**config.mk**
```make
export PLATFORM = sky130hd
export DESIGN_NAME = seg_pipe_approx_adder
export DESIGN_NICKNAME = d
export VERILOG_FILES = /design/src/rtl/adder_pkg.sv /design/src/rtl/seg_adder_stage.sv /design/src/rtl/seg_pipe_approx_adder.sv
export SDC_FILE = /design/constraint.sdc
export NUM_CORES = 1
export LEC_CHECK = 0
export CAP_MARGIN = 10
export CELL_PAD_IN_SITES_DETAIL_PLACEMENT = 0
export CELL_PAD_IN_SITES_GLOBAL_PLACEMENT = 1
export CORE_ASPECT_RATIO = 1.5
export CORE_UTILIZATION = 49
export CTS_CLUSTER_DIAMETER = 80
export DETAILED_ROUTE_END_ITERATION = 8
export PLACE_DENSITY_LB_ADDON = 0.12
export SYNTH_ARGS = -nofsm -noshare
export SYNTH_HDL_FRONTEND = slang
export SYNTH_SLANG_ARGS = --single-unit
```
**constraint.sdc**
```tcl
create_clock -name clk -period 5.22 [get_ports clk]
set_clock_uncertainty 0.1 [all_clocks]
set_input_delay 0.783 -clock clk [delete_from_list [all_inputs] [get_ports clk]]
set_output_delay 0.783 -clock clk [all_outputs]
set_load 0.05 [all_outputs]
```
**src/rtl/adder_pkg.sv**
```systemverilog
// Shared definitions for the segmented pipelined approximate adder:
// mode encodings, a one-bit full adder cell and an arithmetic reference model.
package adder_pkg;

  localparam logic [1:0] MODE_EXACT = 2'b00;
  localparam logic [1:0] MODE_LOA   = 2'b01;
  localparam logic [1:0] MODE_TRUNC = 2'b10;

  localparam int REF_MAX_W = 64;

  typedef logic [REF_MAX_W-1:0] ref_word_t;

  typedef enum logic [1:0] {
    ADD_EXACT = 2'b00,
    ADD_LOA   = 2'b01,
    ADD_TRUNC = 2'b10,
    ADD_ALIAS = 2'b11
  } add_mode_e;

  // Mode 11 is an alias of exact; only LOA and truncate approximate.
  function automatic logic mode_is_approx(input logic [1:0] m);
    return (m == MODE_LOA) || (m == MODE_TRUNC);
  endfunction

  // Returns {carry_out, sum} of a single full adder cell.
  function automatic logic [1:0] full_add(input logic x, input logic y, input logic ci);
    return {(x & y) | (ci & (x ^ y)), x ^ y ^ ci};
  endfunction

  // Word-level reference result {cout, sum}; width must be below REF_MAX_W.
  function automatic logic [REF_MAX_W:0] ref_add(
    input ref_word_t  a,
    input ref_word_t  b,
    input logic       cin,
    input logic [1:0] mode,
    input int         width,
    input int         k
  );
    ref_word_t        wmask;
    ref_word_t        lmask;
    ref_word_t        hi_a;
    ref_word_t        hi_b;
    ref_word_t        lo;
    ref_word_t        s;
    logic [REF_MAX_W:0] total;
    logic             c;
    int               kk;

    kk = mode_is_approx(mode) ? k : 0;
    wmask = (ref_word_t'(1) << width) - ref_word_t'(1);
    lmask = (ref_word_t'(1) << kk) - ref_word_t'(1);
    hi_a = (a & wmask) >> kk;
    hi_b = (b & wmask) >> kk;

    if (mode == MODE_TRUNC) begin
      c = 1'b0;
    end else if (mode == MODE_LOA) begin
      c = (k > 0 && k < width) ? (a[k-1] & b[k-1]) : 1'b0;
    end else begin
      c = cin;
    end

    total = {1'b0, hi_a} + {1'b0, hi_b} + {{REF_MAX_W{1'b0}}, c};
    lo = (mode == MODE_LOA) ? ((a | b) & lmask) : '0;
    s = ((total[REF_MAX_W-1:0] << kk) | lo) & wmask;
    return {total[width-kk], s};
  endfunction

endpackage

```
**src/rtl/seg_adder_stage.sv**
```systemverilog
// One pipeline stage: SEG_W-bit ripple of full adder cells with registered
// sum segment, carry, valid and mode, all held while the pipeline is stalled.
module seg_adder_stage
  import adder_pkg::*;
#(
  parameter int SEG_W       = 4,
  parameter int SEG_IDX     = 0,
  parameter int APPROX_BITS = 4
) (
  input  logic             clk,
  input  logic             rst_n,
  input  logic             en,
  input  logic             valid_in,
  input  logic [1:0]       mode_in,
  input  logic [SEG_W-1:0] a_seg,
  input  logic [SEG_W-1:0] b_seg,
  input  logic             carry_in,
  output logic             valid_q,
  output logic [1:0]       mode_q,
  output logic             carry_q,
  output logic [SEG_W-1:0] sum_q
);

  logic             valid_d;
  logic [1:0]       mode_d;
  logic             carry_d;
  logic [SEG_W-1:0] sum_d;

  logic             approx;
  logic             chain_c;
  logic [1:0]       fa_out;
  logic [SEG_W-1:0] seg_sum;

  // Approximated bit positions pass the carry straight through, so an injected
  // carry lands on the first exact bit wherever K falls inside the word.
  always_comb begin
    approx  = mode_is_approx(mode_in);
    chain_c = carry_in;
    fa_out  = '0;
    seg_sum = '0;
    for (int j = 0; j < SEG_W; j++) begin
      if (approx && (SEG_IDX * SEG_W + j < APPROX_BITS)) begin
        seg_sum[j] = (mode_in == MODE_LOA) & (a_seg[j] | b_seg[j]);
      end else begin
        fa_out     = full_add(a_seg[j], b_seg[j], chain_c);
        seg_sum[j] = fa_out[0];
        chain_c    = fa_out[1];
      end
    end
  end

  always_comb begin
    valid_d = valid_q;
    mode_d  = mode_q;
    carry_d = carry_q;
    sum_d   = sum_q;
    if (en) begin
      valid_d = valid_in;
      mode_d  = mode_in;
      carry_d = chain_c;
      sum_d   = seg_sum;
    end
  end

  always_ff @(posedge clk or negedge rst_n) begin
    if (!rst_n) begin
      valid_q <= 1'b0;
      mode_q  <= 2'b00;
      carry_q <= 1'b0;
      sum_q   <= '0;
    end else begin
      valid_q <= valid_d;
      mode_q  <= mode_d;
      carry_q <= carry_d;
      sum_q   <= sum_d;
    end
  end

endmodule

```
**src/rtl/seg_pipe_approx_adder.sv**
```systemverilog
// Pipelined WIDTH-bit adder, one SEG_W segment per stage, with exact, LOA and
// truncated modes chosen per transaction; valid/ready handshake on both sides.
module seg_pipe_approx_adder
  import adder_pkg::*;
#(
  parameter int WIDTH       = 16,
  parameter int SEG_W       = 4,
  parameter int APPROX_BITS = 4
) (
  input  logic             clk,
  input  logic             rst_n,
  input  logic             in_valid,
  output logic             in_ready,
  input  logic [WIDTH-1:0] a,
  input  logic [WIDTH-1:0] b,
  input  logic             cin,
  input  logic [1:0]       mode,
  output logic             out_valid,
  input  logic             out_ready,
  output logic [WIDTH-1:0] sum,
  output logic             cout
);

  localparam int NSEG     = WIDTH / SEG_W;
  localparam int CINJ_BIT = (APPROX_BITS > 0) ? APPROX_BITS - 1 : 0;

  logic             en;
  logic             c_inj;
  logic             chain_cin;
  logic             stage_valid [NSEG];
  logic             stage_carry [NSEG];
  logic [1:0]       stage_mode  [NSEG];
  logic [SEG_W-1:0] seg_sum     [NSEG];
  logic [SEG_W-1:0] sum_aligned [NSEG];

  assign en       = !out_valid || out_ready;
  assign in_ready = en;

  always_comb begin
    c_inj = 1'b0;
    if (APPROX_BITS > 0) begin
      c_inj = a[CINJ_BIT] & b[CINJ_BIT];
    end
    case (mode)
      MODE_LOA:   chain_cin = c_inj;
      MODE_TRUNC: chain_cin = 1'b0;
      default:    chain_cin = cin;
    endcase
  end

  generate
    for (genvar i = 0; i < NSEG; i++) begin : g_seg
      localparam int DLY = NSEG - 1 - i;

      logic [SEG_W-1:0] a_in;
      logic [SEG_W-1:0] b_in;
      logic             carry_in;
      logic             valid_in;
      logic [1:0]       mode_in;

      if (i == 0) begin : g_head
        assign a_in     = a[SEG_W-1:0];
        assign b_in     = b[SEG_W-1:0];
        assign carry_in = chain_cin;
        assign valid_in = in_valid;
        assign mode_in  = mode;
      end else begin : g_skew
        // Segment i of the operands waits i cycles to meet its incoming carry.
        logic [2*SEG_W-1:0] skew_d [i];
        logic [2*SEG_W-1:0] skew_q [i];

        always_comb begin
          skew_d[0] = en ? {a[i*SEG_W +: SEG_W], b[i*SEG_W +: SEG_W]} : skew_q[0];
          for (int k = 1; k < i; k++) begin
            skew_d[k] = en ? skew_q[k-1] : skew_q[k];
          end
        end

        always_ff @(posedge clk or negedge rst_n) begin
          if (!rst_n) begin
            for (int k = 0; k < i; k++) begin
              skew_q[k] <= '0;
            end
          end else begin
            for (int k = 0; k < i; k++) begin
              skew_q[k] <= skew_d[k];
            end
          end
        end

        assign a_in     = skew_q[i-1][2*SEG_W-1:SEG_W];
        assign b_in     = skew_q[i-1][SEG_W-1:0];
        assign carry_in = stage_carry[i-1];
        assign valid_in = stage_valid[i-1];
        assign mode_in  = stage_mode[i-1];
      end

      seg_adder_stage #(
        .SEG_W       (SEG_W),
        .SEG_IDX     (i),
        .APPROX_BITS (APPROX_BITS)
      ) u_stage (
        .clk      (clk),
        .rst_n    (rst_n),
        .en       (en),
        .valid_in (valid_in),
        .mode_in  (mode_in),
        .a_seg    (a_in),
        .b_seg    (b_in),
        .carry_in (carry_in),
        .valid_q  (stage_valid[i]),
        .mode_q   (stage_mode[i]),
        .carry_q  (stage_carry[i]),
        .sum_q    (seg_sum[i])
      );

      if (DLY == 0) begin : g_tail
        assign sum_aligned[i] = seg_sum[i];
      end else begin : g_deskew
        logic [SEG_W-1:0] dsk_d [DLY];
        logic [SEG_W-1:0] dsk_q [DLY];

        always_comb begin
          dsk_d[0] = en ? seg_sum[i] : dsk_q[0];
          for (int k = 1; k < DLY; k++) begin
            dsk_d[k] = en ? dsk_q[k-1] : dsk_q[k];
          end
        end

        always_ff @(posedge clk or negedge rst_n) begin
          if (!rst_n) begin
            for (int k = 0; k < DLY; k++) begin
              dsk_q[k] <= '0;
            end
          end else begin
            for (int k = 0; k < DLY; k++) begin
              dsk_q[k] <= dsk_d[k];
            end
          end
        end

        assign sum_aligned[i] = dsk_q[DLY-1];
      end
    end
  endgenerate

  always_comb begin
    sum = '0;
    for (int i = 0; i < NSEG; i++) begin
      sum[i*SEG_W +: SEG_W] = sum_aligned[i];
    end
  end

  // With every bit approximated the upper part is empty, so no carry may leave.
  assign out_valid = stage_valid[NSEG-1];
  assign cout      = stage_carry[NSEG-1] &
                     !((APPROX_BITS >= WIDTH) && mode_is_approx(stage_mode[NSEG-1]));

endmodule

```
After elaboration in Yosys (flattened, before gate mapping)
Cells that the tools add are included.
- flip-flop bits (word level): 96
- bits of input ports: 39
- output and inout port bits: 19
- logic and storage cells: 126
- equality and inequality tests: 2
- multiplexer cells: 9
- bitwise operators: 88
- reduce and logical (&&, ||, !) cells: 3
- operators with widths (operator ; count):
    AND 1 bit ; 36
    bitwise XOR 1 bit ; 32
    bitwise OR 1 bit ; 20
    two-way mux 1 bit ; 8
    equality test 2 x 1 -> 1 bit, second input constant ; 1
    equality test 2 bit, second input constant ; 1
    logical OR 1 bit ; 2
    case mux 1 bit (2 select lines) ; 1
    logical NOT 1 bit ; 1

Longest topological paths before layout
- depth in word-level cells: 14
- mapped depth: 16

Cells and area by module
A second synthesis with hierarchy kept.
- cell total of the unflattened synthesis: 316
- area total of the unflattened synthesis: 4997.3 um^2
- by module, submodules not included (module ; instances ; cells an instance ; area an instance (um^2)):
    seg_pipe_approx_adder ; 1 ; 166 ; 3135.5
    seg_adder_stage at g_seg[1].u_stage ... ; 3 ; 31 ; 434.2
    seg_adder_stage at g_seg[0].u_stage ; 1 ; 57 ; 559.3

Worst setup path after synthesis
No wires, ideal clock.
- path type: input to register
- from: in mode[1]
- to: reg g_seg[0].u_stage.sum_q[3]
- setup time: 0.082 ns
- data arrival time: 3.666 ns
- slack: 1.372 ns
- stages on the path: 16
- path buffers: 1
- cells stage by stage: inv_1 ha_1 clkbuf_1 nand3b_1 nand2_1 fa_1 nand2_1 nand2_1 fa_1 a21oi_1 fa_1 inv_1 a21oi_1 fa_1 nand2b_1 a31oi_1
- cells in the longest elaborated chain, start to end: 13
- elaborated cells on any way between the ends: 16
- RTL lines (what ; line ; text):
    from (decl) ; seg_pipe_approx_adder.sv:17 ; input logic [1:0] mode,
    equality test 2 bit or equality test 2 x 1 -> 1 bit (tied branches) ; adder_pkg.sv:22, seg_pipe_approx_adder.sv:44, seg_adder_stage.sv:43 ;
    case mux 1 bit (2 select lines) ; seg_pipe_approx_adder.sv:44 ; case (mode)
    AND 1 bit ; adder_pkg.sv:27 ; return {(x & y) | (ci & (x ^ y)), x ^ y ^ ci};
    bitwise OR 1 bit ; adder_pkg.sv:27 ;
    two-way mux 1 bit ; seg_adder_stage.sv:42 ; if (approx && (SEG_IDX * SEG_W + j < APPROX_BITS)) begin
    AND 1 bit ; adder_pkg.sv:27 ;
    bitwise OR 1 bit ; adder_pkg.sv:27 ;
    two-way mux 1 bit ; seg_adder_stage.sv:42 ;
    AND 1 bit ; adder_pkg.sv:27 ;
    bitwise OR 1 bit ; adder_pkg.sv:27 ;
    two-way mux 1 bit ; seg_adder_stage.sv:42 ;
    bitwise XOR 1 bit ; adder_pkg.sv:27 ;
    two-way mux 1 bit (*) ; seg_adder_stage.sv:42 ;
    to (signal assigned) ; seg_adder_stage.sv:75 ; sum_q <= sum_d;
    to (decl) ; seg_adder_stage.sv:21 ; output logic [SEG_W-1:0] sum_q
Mark *: on every way between the ends. The rest lies on a longest branch, timed or not.
A chain may end at the register's enable or synchronous reset.

Worst setup path in the final report
Ends and elaborated chain as after synthesis.

==> Flow_metrics.wiki <==
{| class="wikitable"
! Metric !! Value
|-
| Minimum period implied by the final worst setup slack || 4.12 ns
|-
| Routability-driven placement congestion ratio || 0.762
|-
| Drt first pass iters || 4
|-
| Total power after layout || 3.19 mW
|-
| Number of global-route vias before repair || 2427
|-
| Clock tree from TritonCTS || built
|-
| Overall fraction of global-route tracks in use || 16.8%
|-
| Mapped Cells || 297
|-
| Worst VDD drop || 0.000349 V
|-
| Most common cell in the synthesized netlist || sky130_fd_sc_hd__dfrtp_1
|-
| Num ports || 58
|-
| Number of different library cells in the post-synthesis netlist || 21
|-
| Worst setup endpoint || g_seg[0].u_stage.sum_q[3]$_DFFE_PN0P_
|-
| Sequential cell area || 2400 um^2
|-
| Final wirelength || 6690 um
|-
| Initial cell density of the core || 51.1%
|-
| Share of the synthesized area in the top cell type || 55.2%
|-
| Flop-to-flop setup slack || 2.81 ns
|-
| Horizontal extent of the die || 78.9 um
|-
| Critical path required time || 5.37 ns
|-
| Data arrival at the endpoint of the critical path || 4.27 ns
|-
| Portion of the clock cycle consumed by the worst path in the final layout || 78.9%
|-
| Number of nets in the final layout || 406
|-
| CP Cell Sequence || clkdlybuf4s50_1, inv_1, ha_1, nand3b_1, nand2_1, fa_1, nand2_1, nand2_1, fa_1, a21oi_1, fa_1, inv_1, a21oi_1, fa_1, nand2b_1, a31oi_1
|-
| Share of synthesized area occupied by flip-flops and latches || 55.2%
|-
| Half-perimeter wire length after placement || 4560 um
|-
| Buffer cell driving the clock tree root || sky130_fd_sc_hd__clkbuf_16
|-
| P_leak || 2.33 nW
|-
| H-tree levels || 3
|-
| Crit end category || flop
|-
| Placement row count || 41
|-
| Overall die area || 9270 um^2
|-
| Final setup violation count || 0
|-
| Largest net degree at the start of global routing || 80
|-
| Share of async-settable or async-resettable flops after synthesis || 100%
|-
| Synth top area cells || sky130_fd_sc_hd__dfrtp_1, sky130_fd_sc_hd__mux2_2, sky130_fd_sc_hd__fa_1
|-
| Via count normalized by instance count || 5.00
|-
| Wire length of the first global-routing pass || 11700 um
|-
| Total setup buffers inserted after CTS || 0
|-
| Top achievable clock speed || 0.243 GHz
|-
| Synth Net Count || 358
|-
| Yosys warning count || 0
|-
| Post_cts resized || 0
|-
| Highest cell delay on the worst timing path || 0.51 ns
|-
| Worst setup path startpoint || mode[1]
|-
| Count of max-cap constraint violations || 0
|-
| Number of antenna violations at the first check in global routing || 0
|-
| Hold-fix buffer count after cts || 0
|-
| Clk sinks || 96
|-
| Setup repair after global routing missed its margin || no
|-
| Min-Delay Path Class || in2async
|-
| Number of slew-limit violations in the final report || 0
|-
| Avg Synthesized Cell Area || 14.6 um^2
|-
| Outcome || finished, final reports clean
|-
| Die Y || 117 um
|-
| Slew @ Worst Pin || 1.01 ns
|-
| Worst R2R Path Depth || 3
|-
| Placeable core region || 8520 um^2
|-
| Worst flop-to-flop path startpoint || g_seg[3].u_stage.valid_q$_DFFE_PN0P_
|-
| Total via count after detailed routing || 2284
|-
| Worst rel slew slack || 32.9%
|-
| Pwr Density || 610 nW/um^2
|-
| Standard cell with the maximum stage delay on the critical path || sky130_fd_sc_hd__ha_1
|-
| Most frequent cell on the critical path || sky130_fd_sc_hd__fa_1
|-
| Kind of start point of the critical path || input port
|-
| Netlist Area Pre-Place || 4350 um^2
|-
| Count of buffers inserted at the top-level ports || 57
|-
| Final sum of negative setup slack || 0 ns
|-
| Cell accounting for the most synthesized area || sky130_fd_sc_hd__dfrtp_1
|-
| Longest Clk Path Bufs || 2
|-
| Endpoint of the worst-slack reg-to-reg timing path || g_seg[1].g_deskew.dsk_q[5]$_DFFE_PN0P_
|-
| Primary flip-flop cell chosen by synthesis mapping || sky130_fd_sc_hd__dfrtp_1
|-
| Fill cell total of the finished layout || 703
|-
| Fraction of layout instances using a drive strength above 1 || 31.4%
|-
| Area growth from synthesis to layout || 20.2%
|-
| Critical path start-end classification || in2reg
|-
| CP max FO || 15
|-
| Average wire length per cell after detail routing || 14.6 um
|-
| Final Hold Violating Endpoints || 0
|-
| Number of CTS-inserted buffers || 9
|-
| CTS clock-pin slew for the worst setup and hold paths || 0.06 ns
|-
| Number of nets with antenna violations after routing || 0
|-
| Sum of overflow across all layers after global routing || 0
|-
| Post-synth EDFFs || 0
|-
| Footprint of the multi-input gates || 1670 um^2
|-
| Clock latency on the worst-skew pair || 0.34 ns
|-
| Count of state elements after synthesis || 96
|-
| Leading cell types by count after synthesis || sky130_fd_sc_hd__dfrtp_1, sky130_fd_sc_hd__mux2_2, sky130_fd_sc_hd__inv_1
|-
| Number of diodes || 0
|-
| DRC violation count after routing || 0
|-
| Iteration-0 DRC Markers || 138
|}
layout make-up:
| class | count | share of cell area, % |
|---|---|---|
| Tap cell | 107 | 2.56 |
| Clock inverter | 7 | 1.82 |
| Sequential cell | 96 | 45.9 |
| Timing Repair Buffer | 59 | 11.1 |
| Clock buffer | 9 | 4.31 |
| Multi-Input combinational cell | 148 | 32.0 |
| Inverter | 31 | 2.22 |
worst min-delay path by stage:
stage | startpoint | end | slack (ns) | cells past startpoint
3_3_place_gp | g_seg[2].u_stage.valid_q$_DFFE_PN0P_ | g_seg[3].u_stage.valid_q$_DFFE_PN0P_ | 0.34 | 1
3_5_place_dp | g_seg[2].u_stage.valid_q$_DFFE_PN0P_ | g_seg[3].u_stage.valid_q$_DFFE_PN0P_ | 0.35 | 1
4_1_cts | g_seg[2].u_stage.valid_q$_DFFE_PN0P_ | g_seg[3].u_stage.valid_q$_DFFE_PN0P_ | 0.37 | 1
6_report | rst_n | g_seg[0].g_deskew.dsk_q[6]$_DFFE_PN0P_ | 0.34 | 1
2_1_floorplan | g_seg[2].u_stage.valid_q$_DFFE_PN0P_ | g_seg[3].u_stage.valid_q$_DFFE_PN0P_ | 0.33 | 1
5_1_grt | g_seg[2].u_stage.valid_q$_DFFE_PN0P_ | g_seg[3].u_stage.valid_q$_DFFE_PN0P_ | 0.40 | 1
per-stage QoR:
stage / instance area [um^2] / hold slack (ns) / utilization, % / setup slack (ns) / instances
finish: 5230 / 0.344 / 61.4 / 1.10 / 457
global route: 5230 / 0.405 / 61.4 / 0.894 / 457
CTS: 5230 / 0.369 / 61.4 / 1.12 / 457
detailed placement: 4910 / 0.353 / 57.7 / 0.781 / 441
global placement: 4910 / 0.343 / 57.7 / 0.867 / 441
floorplan: 4350 / 0.330 / - / 1.37 / 297
cells by family after synthesis:
| logic type | share of synthesized area, % |
|---|---|
| flip-flops | 55.2 |
| multiplexers | 22.5 |
| buffers and inverters | 6.30 |
| AND/OR/NAND/NOR | 4.66 |
| adder cells (fa/ha/maj) | 9.09 |
| AO/OA/AOI/OAI | 2.19 |
cells in the final DEF (no fill, tap or decap), drive strengths merged:
cell type      synthesis  final
buf                   19      3
mux2i                  2      2
a31oi                  5      5
and3b                  1      1
inv                   31     32
or3b                   4      4
nand2b                 5      5
nand2                  6      6
nor3b                 12     12
nand3b                 1      1
fa                    16     16
clkdlybuf4s50          0     56
clkinvlp               0      1
ha                     6      6
clkbuf                 3      9
dfrtp                 96     96
mux2                  81     81
bufinv                 0      2
clkinv                 0      3
a21oi                  9      9
layer usage:
| metal | up-vias | routed length (um) | global-route usage [%] |
|---|---|---|---|
| li1 | 1070 | - | - |
| met1 | 1169 | 2800 | 20.9 |
| met2 | 35 | 3540 | 27.5 |
| met3 | 10 | 171 | 2.65 |
| met4 | 0 | 176 | 9.55 |
| met5 | - | 0 | 0 |
worst max-delay path: cells and delay by family:
kind / cells / cell delay [ns]
AOI/OAI and AO/OA: 3 / 0.53
adders and majority gates: 5 / 1.84
buffers and inverters: 3 / 0.53
and+or+nand+nor: 5 / 0.57
power by group:
part | internal, mW | leakage, nW | switching, mW | total [mW]
Combinational | 0.626 | 1.06 | 0.622 | 1.25
Clock | 0.420 | 0.156 | 0.273 | 0.693
Sequential | 1.07 | 1.12 | 0.181 | 1.25
registers in the layout (all words and copies together) (netlist names):
register,flops
g_seg.g_skew.skew_q,32
g_seg.u_stage.carry_q,4
g_seg.u_stage.valid_q,4
g_seg.g_deskew.dsk_q,16
g_seg.u_stage.sum_q,16
g_seg.b_in,8
g_seg.a_in,8
sum,8
Power figures use the tool's default switching activity.
